## config.mk

```make
export PLATFORM = sky130hd
export DESIGN_NAME = md_array_frame_fifo
export DESIGN_NICKNAME = d
export VERILOG_FILES = /design/src/rtl/md_array_frame_fifo.sv
export SDC_FILE = /design/constraint.sdc
export NUM_CORES = 1
export LEC_CHECK = 0
export ABC_AREA = 0
export BUFFER_PORTS_ARGS = -buffer_cell sky130_fd_sc_hd__buf_2
export CAP_MARGIN = 20
export CORE_UTILIZATION = 30
export DETAILED_ROUTE_END_ITERATION = 7
export PLACE_DENSITY = 0.46
export RECOVER_POWER = 100
export SYNTH_ARGS = -nofsm -noshare
export SYNTH_HDL_FRONTEND = slang
export SYNTH_SLANG_ARGS = --single-unit
```

## constraint.sdc

```tcl
create_clock -name clk -period 7.9 [get_ports clk]
set_input_delay 1.58 -clock clk [delete_from_list [all_inputs] [get_ports clk]]
set_output_delay 1.58 -clock clk [all_outputs]
set_load 0.02 [all_outputs]
```

## src/rtl/md_array_frame_fifo.sv

```systemverilog
// md_array_frame_fifo: FIFO of packed ROWS x COLS frames with a first-word-fall-through
// head, an optional transposed read view and a registered random-access peek port.
//
// Handshake: a frame moves on a rising edge only when valid and ready are both high
// on that side. wr_ready and rd_valid depend on count alone. They never look at
// wr_valid or rd_ready, so the producer and consumer may hold valid or ready
// combinationally without forming a loop.
module md_array_frame_fifo #(
    parameter int ELEM_W       = 3,
    parameter int ROWS         = 3,
    parameter int COLS         = 3,
    parameter int DEPTH        = 4,
    parameter int TRANSPOSE_EN = 1,
    localparam int CW          = $clog2(DEPTH + 1),
    localparam int PW          = $clog2(DEPTH),
    localparam int RW          = (ROWS > 1) ? $clog2(ROWS) : 1,
    localparam int KW          = (COLS > 1) ? $clog2(COLS) : 1
) (
    input  logic                                   clk,
    input  logic                                   reset,
    input  logic                                   wr_valid,
    output logic                                   wr_ready,
    input  logic [ROWS-1:0][COLS-1:0][ELEM_W-1:0]  wr_frame,
    output logic                                   rd_valid,
    input  logic                                   rd_ready,
    input  logic                                   rd_transpose,
    output logic [ROWS-1:0][COLS-1:0][ELEM_W-1:0]  rd_frame,
    output logic [CW-1:0]                          count,
    input  logic                                   peek_en,
    input  logic [PW-1:0]                          peek_idx,
    input  logic [RW-1:0]                          peek_row,
    input  logic [KW-1:0]                          peek_col,
    output logic [ELEM_W-1:0]                      peek_elem,
    output logic                                   peek_hit
);

    typedef logic [ROWS-1:0][COLS-1:0][ELEM_W-1:0] frame_t;

    localparam logic [CW-1:0] DEPTH_C   = CW'(DEPTH);
    localparam logic [PW-1:0] LAST_PTR  = PW'(DEPTH - 1);
    localparam logic [PW:0]   DEPTH_X   = (PW + 1)'(DEPTH);
    localparam logic [RW:0]   ROWS_X    = (RW + 1)'(ROWS);
    localparam logic [KW:0]   COLS_X    = (KW + 1)'(COLS);

    // A transposed view only makes sense for square frames.
    if (TRANSPOSE_EN != 0 && ROWS != COLS) begin : g_bad_transpose
        $error("md_array_frame_fifo: TRANSPOSE_EN=1 requires ROWS == COLS");
    end

    frame_t          mem [DEPTH];
    logic [PW-1:0]   wr_ptr;
    logic [PW-1:0]   rd_ptr;
    logic            push;
    logic            pop;
    frame_t          head;
    frame_t          view;
    logic [PW:0]     peek_sum;
    logic [PW-1:0]   peek_addr;
    logic            peek_hit_c;
    logic [ELEM_W-1:0] peek_elem_c;

    assign wr_ready = (count != DEPTH_C);
    assign rd_valid = (count != '0);
    assign push     = wr_valid && wr_ready;
    assign pop      = rd_valid && rd_ready;
    assign head     = mem[rd_ptr];

    // Frame storage; deliberately not reset.
    always_ff @(posedge clk) begin
        if (push) begin
            mem[wr_ptr] <= wr_frame;
        end
    end

    // Pointers and occupancy; simultaneous push and pop leave count unchanged.
    always_ff @(posedge clk or posedge reset) begin
        if (reset) begin
            wr_ptr <= '0;
            rd_ptr <= '0;
            count  <= '0;
        end else begin
            if (push) begin
                wr_ptr <= (wr_ptr == LAST_PTR) ? '0 : wr_ptr + 1'b1;
            end
            if (pop) begin
                rd_ptr <= (rd_ptr == LAST_PTR) ? '0 : rd_ptr + 1'b1;
            end
            if (push && !pop) begin
                count <= count + 1'b1;
            end else if (pop && !push) begin
                count <= count - 1'b1;
            end
        end
    end

    if (TRANSPOSE_EN != 0) begin : g_view
        // Output view of the head frame, optionally transposed; storage is untouched.
        always_comb begin
            view = head;
            if (rd_transpose) begin
                for (int r = 0; r < ROWS; r++) begin
                    for (int c = 0; c < COLS; c++) begin
                        view[r][c] = head[c][r];
                    end
                end
            end
        end
    end else begin : g_view
        assign view = head;
    end

    // Empty FIFO drives zeros instead of whatever stale storage holds.
    always_comb begin
        rd_frame = '0;
        if (rd_valid) begin
            rd_frame = view;
        end
    end

    // Peek address is head-relative; the sum is below 2*DEPTH so one subtract wraps it.
    always_comb begin
        peek_sum  = {1'b0, rd_ptr} + {1'b0, peek_idx};
        peek_addr = (peek_sum >= DEPTH_X) ? PW'(peek_sum - DEPTH_X) : PW'(peek_sum);
        peek_hit_c = (CW'(peek_idx) < count) &&
                     ({1'b0, peek_row} < ROWS_X) &&
                     ({1'b0, peek_col} < COLS_X);
        peek_elem_c = '0;
        if (peek_hit_c) begin
            peek_elem_c = mem[peek_addr][peek_row][peek_col];
        end
    end

    // Registered peek result; the element holds when no request is made.
    always_ff @(posedge clk or posedge reset) begin
        if (reset) begin
            peek_elem <= '0;
            peek_hit  <= 1'b0;
        end else if (peek_en) begin
            peek_hit  <= peek_hit_c;
            peek_elem <= peek_elem_c;
        end else begin
            peek_hit  <= 1'b0;
        end
    end

endmodule

```

## Word-level counts from Yosys, hierarchy flattened

Memories as Yosys holds them, arrays and structs flattened.
Index checks and enable logic that the tools add are counted.
Widths: inputs -> output; s select.

- Add/subtract/negate cells: 6
- Magnitude comparators: 6
- Eq/ne operators: 3
- Mux-type cells: 15
- Reductions and logical operators: 10

Operators with widths:

| operator | count |
|---|---|
| $mux 27 | 1 |
| $mux 24 | 1 |
| $bmux 9 s2 | 1 |
| $mux 3 | 4 |
| $mux 9 | 1 |
| $bmux 3 s2 | 1 |
| $logic_and 1x1->1 | 6 |
| $lt 2x3->1 const B | 2 |
| $mux 2 | 3 |
| $add 2x1->2 const B | 2 |
| $eq 2x2->1 const B | 2 |
| $lt 2x2->1 const B | 2 |
| $add 2x2->3 | 1 |
| $add 3x1->3 const B | 1 |
| $ge 3x3->1 const B | 1 |
| $lt 2x3->1 | 1 |
| $mux 1 | 3 |
| $ne 3x3->1 const B | 1 |
| $reduce_bool 3->1 | 1 |
| $sub 3x1->3 const B | 1 |
| $logic_not 1->1 | 2 |
| $reduce_bool 2->1 | 1 |
| $sub 2x1->2 const B | 1 |

- Register bits: 11
- Memory bits (writable): 108
- Bits of input ports: 39
- Output and inout bits: 36
- Word-level logic and storage cells: 46
- Memories: 1

Memory list:

| memory | words | bits a word | read ports | clocked after memory_dff | write ports | line | text |
|---|---|---|---|---|---|---|---|
| mem | 4 | 27 | 2 | 0 | 1 | 50 | `frame_t mem [DEPTH];` |

## Longest topological paths before layout

An unclocked memory read counts as a cell.

- Depth after elaboration: 9
- Mapped depth: 10
- Mapped depth without buffers: 9

## Worst setup path after synthesis

Ideal clock, no wire load.

- Path type: in2out
- Start point: input port rd_transpose
- End point: output port rd_frame[10] (netlist bit)
- Data arrival time: 2.894 ns
- Required time: 6.320 ns
- Path slack: 3.426 ns
- Stages on the path: 4
- Buffers on the path: 2
- Cells stage by stage: buf_1 buf_1 mux2i_1 nor2_1

RTL lines:

| element | line | text |
|---|---|---|
| from (decl) | 26 | `input logic rd_transpose,` |
| to (decl) | 27 | `output logic [ROWS-1:0][COLS-1:0][ELEM_W-1:0] rd_frame,` |

==> run summary <==
STATUS
--------------------------------------------------------------------------------------------------
Result of the run ................................................................... finished, violations left
Failing checks ...................................................................... capacitance limit, slew limit

LAYOUT
--------------------------------------------------------------------------------------------------
Number of antenna cells inserted ....................................................            0
Layout area overhead ................................................................        19.1%
Fraction of layout cells with a size suffix above 1 .................................        0.186
Post-layout nets ....................................................................          515

CLOCK TREE
--------------------------------------------------------------------------------------------------
Number of gates resized after CTS ...................................................            0
Maximum clock path buffer count .....................................................            2
Clock transition time at the flip-flop clock pins of the worst setup and hold paths .      0.05 ns
Root Buffer .........................................................................    clkbuf_16
H-tree level count ..................................................................            4
TritonCTS clock tree ................................................................        built
Clock buffer count from CTS .........................................................           17
Post-CTS Setup Bufs .................................................................            0
Clock insertion delay at the later pin of the skew report ...........................      0.41 ns
Cts-stage hold buffer count .........................................................            0
CTS sink cnt ........................................................................          119

SYNTH
--------------------------------------------------------------------------------------------------
Post-synthesis instance area ........................................................     5990 µm²
Mapped Cells ........................................................................          388
Cell taking the most area after synthesis ...........................................     edfxtp_1
Number of different library cells in the post-synthesis netlist .....................           49
Proportion of netlist area held by the largest area contributor .....................        0.542
Average footprint of a synthesized cell .............................................     15.4 µm²
Total of warnings raised by yosys ...................................................            0
Sequential element share of the synthesized area ....................................        0.588
Post-synth EDFFs ....................................................................          108
Ys flop type ........................................................................     edfxtp_1
Synthesized flop and latch total ....................................................          119
Number of nets in the synthesized netlist ...........................................          436
Top area cells in the synthesized netlist ........................................... edfxtp_1, mux4_2, mux2i_1
Async set-or-reset flop fraction in the synthesized netlist .........................       0.0924

HOLD PATH
--------------------------------------------------------------------------------------------------
Depth of the worst hold-timing path .................................................            2
Path type of the worst min-delay path ...............................................      reg2reg

ROUTE
--------------------------------------------------------------------------------------------------
Vias post-DR ........................................................................         3755
DRC violation count after routing ...................................................            0
Drt total wl ........................................................................      15.7 mm
Routed wl met3 ......................................................................       767 µm
Via-per-instance ratio ..............................................................         5.05
First-iteration detailed-routing DRC count ..........................................          212
Initial DRT Pass Iterations .........................................................            6
Number of nets still failing antenna checks after routing ...........................            0
Met2 routed WL ......................................................................      8.00 mm
Wire length on met1 .................................................................      6.82 mm
Top Metal Used ......................................................................         met5
Post-detailed-route wirelength per cell .............................................      21.1 µm

FLOORPLANNING
--------------------------------------------------------------------------------------------------
Area of the core ....................................................................    19500 µm²
Top-Level Pins ......................................................................           75
Starting density of the core ........................................................        0.307
Height of the die ...................................................................       143 µm
Row Count ...........................................................................           51
Horiz. Die Dim ......................................................................       143 µm
Total Die Area ......................................................................    20500 µm²

CRITICAL PATH
--------------------------------------------------------------------------------------------------
Crit-path slowest cell ..............................................................     clkbuf_1
Largest stage delay on the critical path ............................................      1.15 ns
Number of buffers and inverters on the critical path ................................            2
Cell family contributing the most delay on the critical path ........................ buffers and inverters
Setup crit end ...................................................................... rd_frame[22]
Worst setup path startpoint ......................................................... rd_transpose
Type of destination of the critical path ............................................   output pin
Cell repeated most along the worst path .............................................     clkbuf_1
Crit path max fanout ................................................................           18
End of the worst register-to-register path .......................................... peek_elem[1]
Cell depth of the worst setup path ..................................................            4
CP cell instances ................................................................... clkbuf_1, mux2i_1, nor2_1, clkbuf_1
Crit Reg-Reg Startpoint .............................................................    rd_ptr[1]
Logic depth of the worst register-to-register path ..................................            7
Startpoint types ....................................................................   input port
Crit Path Class .....................................................................       in2out
Endpoint required time on the critical path .........................................      6.32 ns
R2r setup slk .......................................................................      3.36 ns
Endpoint arrival time on the critical path ..........................................      3.34 ns

STA
--------------------------------------------------------------------------------------------------
Final count of hold timing violations ...............................................            0
Max Slew Vio Count ..................................................................          131
Worst slew margin relative to its limit .............................................       -0.400
Final setup fails ...................................................................            0
Final period util ...................................................................        0.623
Measured slew at the worst slew-check pin ...........................................      2.10 ns
Sum of negative setup slack .........................................................         0 ns
RSZ-0062 raised after global routing ................................................        false
Max Clk Rate ........................................................................      203 MHz
Skew final ..........................................................................   0.00636 ns
Time the worst path needs with I/O delays and setup .................................      4.92 ns

GRT
--------------------------------------------------------------------------------------------------
GRT Resource Usage Total ............................................................        0.165
Maximum number of pins on one net before global-route repair ........................           32
Via count of the first global-routing pass ..........................................         3994
Initial antenna violation count .....................................................            1
Wire length of the first global-routing pass ........................................      23.9 mm
Final global-route overflow total ...................................................            0

PLACEMENT
--------------------------------------------------------------------------------------------------
Detailed placement HPWL .............................................................      10.5 mm
Port Buffer Count ...................................................................           74
Weighted congestion at the end of routability-driven global placement ...............        0.774

POWER AND IR DROP
--------------------------------------------------------------------------------------------------
Pwr Total ...........................................................................    0.00294 W
Power Dens Cells ....................................................................   413 nW/µm²
Max rail drop VDD ...................................................................       167 µV
Leakage power total .................................................................      2.49 nW

FLOW RUN
--------------------------------------------------------------------------------------------------
Maximum Capacitance Violations ......................................................            5

where the power goes:
part	internal [W]	leakage, nW	switching [W]
registers	0.000844	1.12	0.0000873
logic	0.000506	1.09	0.000758
clock network	0.000488	0.276	0.000262
layer usage:
layer	up-vias	GRT usage
met5	-	0
met4	2	0.0437
met3	12	0.0416
met2	90	0.278
met1	1944	0.211
li1	1707	-
synthesized netlist by cell type, types with 3 or more instances:
master	number
nand4_1	4
nor2b_1	7
buf_2	5
a311oi_1	3
mux2i_1	42
mux2_2	8
edfxtp_1	108
nand3_1	7
nand2b_1	5
nor2_1	27
nand2_1	13
and2_1	12
a21oi_1	3
ha_1	8
clkbuf_1	13
mux4_2	38
a2bb2oi_1	3
a2111oi_0	5
buf_1	4
nor4_1	4
inv_1	10
nor3_1	5
xor2_1	3
dfrtp_1	11
o21ai_0	3
and3_1	7
per-stage QoR:
stage               hold WS [ns]  setup WS [ns]   util  cells  cell area [µm²]
floorplan                  0.571           3.43      -    388             5990
global placement           0.550           3.67  0.342    713             6670
detailed placement         0.545           3.63  0.342    713             6670
CTS                        0.557           3.65  0.371    744             7240
global route               0.580           2.72  0.365    744             7130
finish                     0.553           2.98  0.365    744             7130
cell usage in the layout, fill, tap and decap left out, types with 5 or more instances in the layout:
cell,instances
a2111oi_0,5
and2_0,7
and2_1,6
and3_1,7
buf_2,14
clkbuf_1,69
clkbuf_16,17
dfrtp_1,10
edfxtp_1,108
ha_1,8
inv_1,10
mux2_2,8
mux2i_1,42
mux4_2,38
nand2_1,13
nand2b_1,5
nand3_1,7
nor2_1,27
nor2b_1,7
nor3_1,5
logic make-up (layout without fill, tap and decap cells):
| kind of cell | Yosys count | count (layout) | share of synthesized area |
|---|---|---|---|
| adder cells (fa/ha/maj) | 9 | 9 | 0.0201 |
| buffers and inverters | 33 | 124 | 0.0224 |
| multiplexers | 88 | 88 | 0.228 |
| AND/OR/NAND/NOR | 99 | 99 | 0.0859 |
| flip-flops | 119 | 119 | 0.588 |
| XOR/XNOR | 6 | 6 | 0.0113 |
| AO/OA/AOI/OAI | 34 | 34 | 0.0447 |
area by class of cell:
| class | count | area (µm²) |
|---|---|---|
| Clock buffer | 20 | 437 |
| Multi-Input combinational cell | 236 | 2340 |
| Timing Repair Buffer | 83 | 340 |
| Sequential cell | 119 | 3520 |
| Fill cell | 1932 | 12400 |
| Inverter | 10 | 37.5 |
| Clock inverter | 11 | 133 |
| Tap cell | 265 | 332 |
worst min-delay path by stage:
| stage | from | end | slack [ns] |
|---|---|---|---|
| after global placement | peek_elem[0] | peek_elem[0] | 0.55 |
| after floorplan | wr_ptr[0] | wr_ptr[0] | 0.57 |
| after global routing | peek_elem[1] | peek_elem[1] | 0.58 |
| final | peek_elem[0] | peek_elem[0] | 0.55 |
| after detailed placement | peek_elem[0] | peek_elem[0] | 0.55 |
| after CTS | peek_elem[0] | peek_elem[0] | 0.56 |
tightest hold or removal path, delay by kind of cell (launching register included):
family | cells | cell delay, ns
flops | 1 | 0.38
simple gates | 2 | 0.14
flip-flops by register name (all words and copies together) (netlist names):
register,flops
count,3
mem,108
peek_elem,3
peek_hit,1
rd_ptr,2
wr_ptr,2
Note: power is estimated with default switching activity, not from simulation.
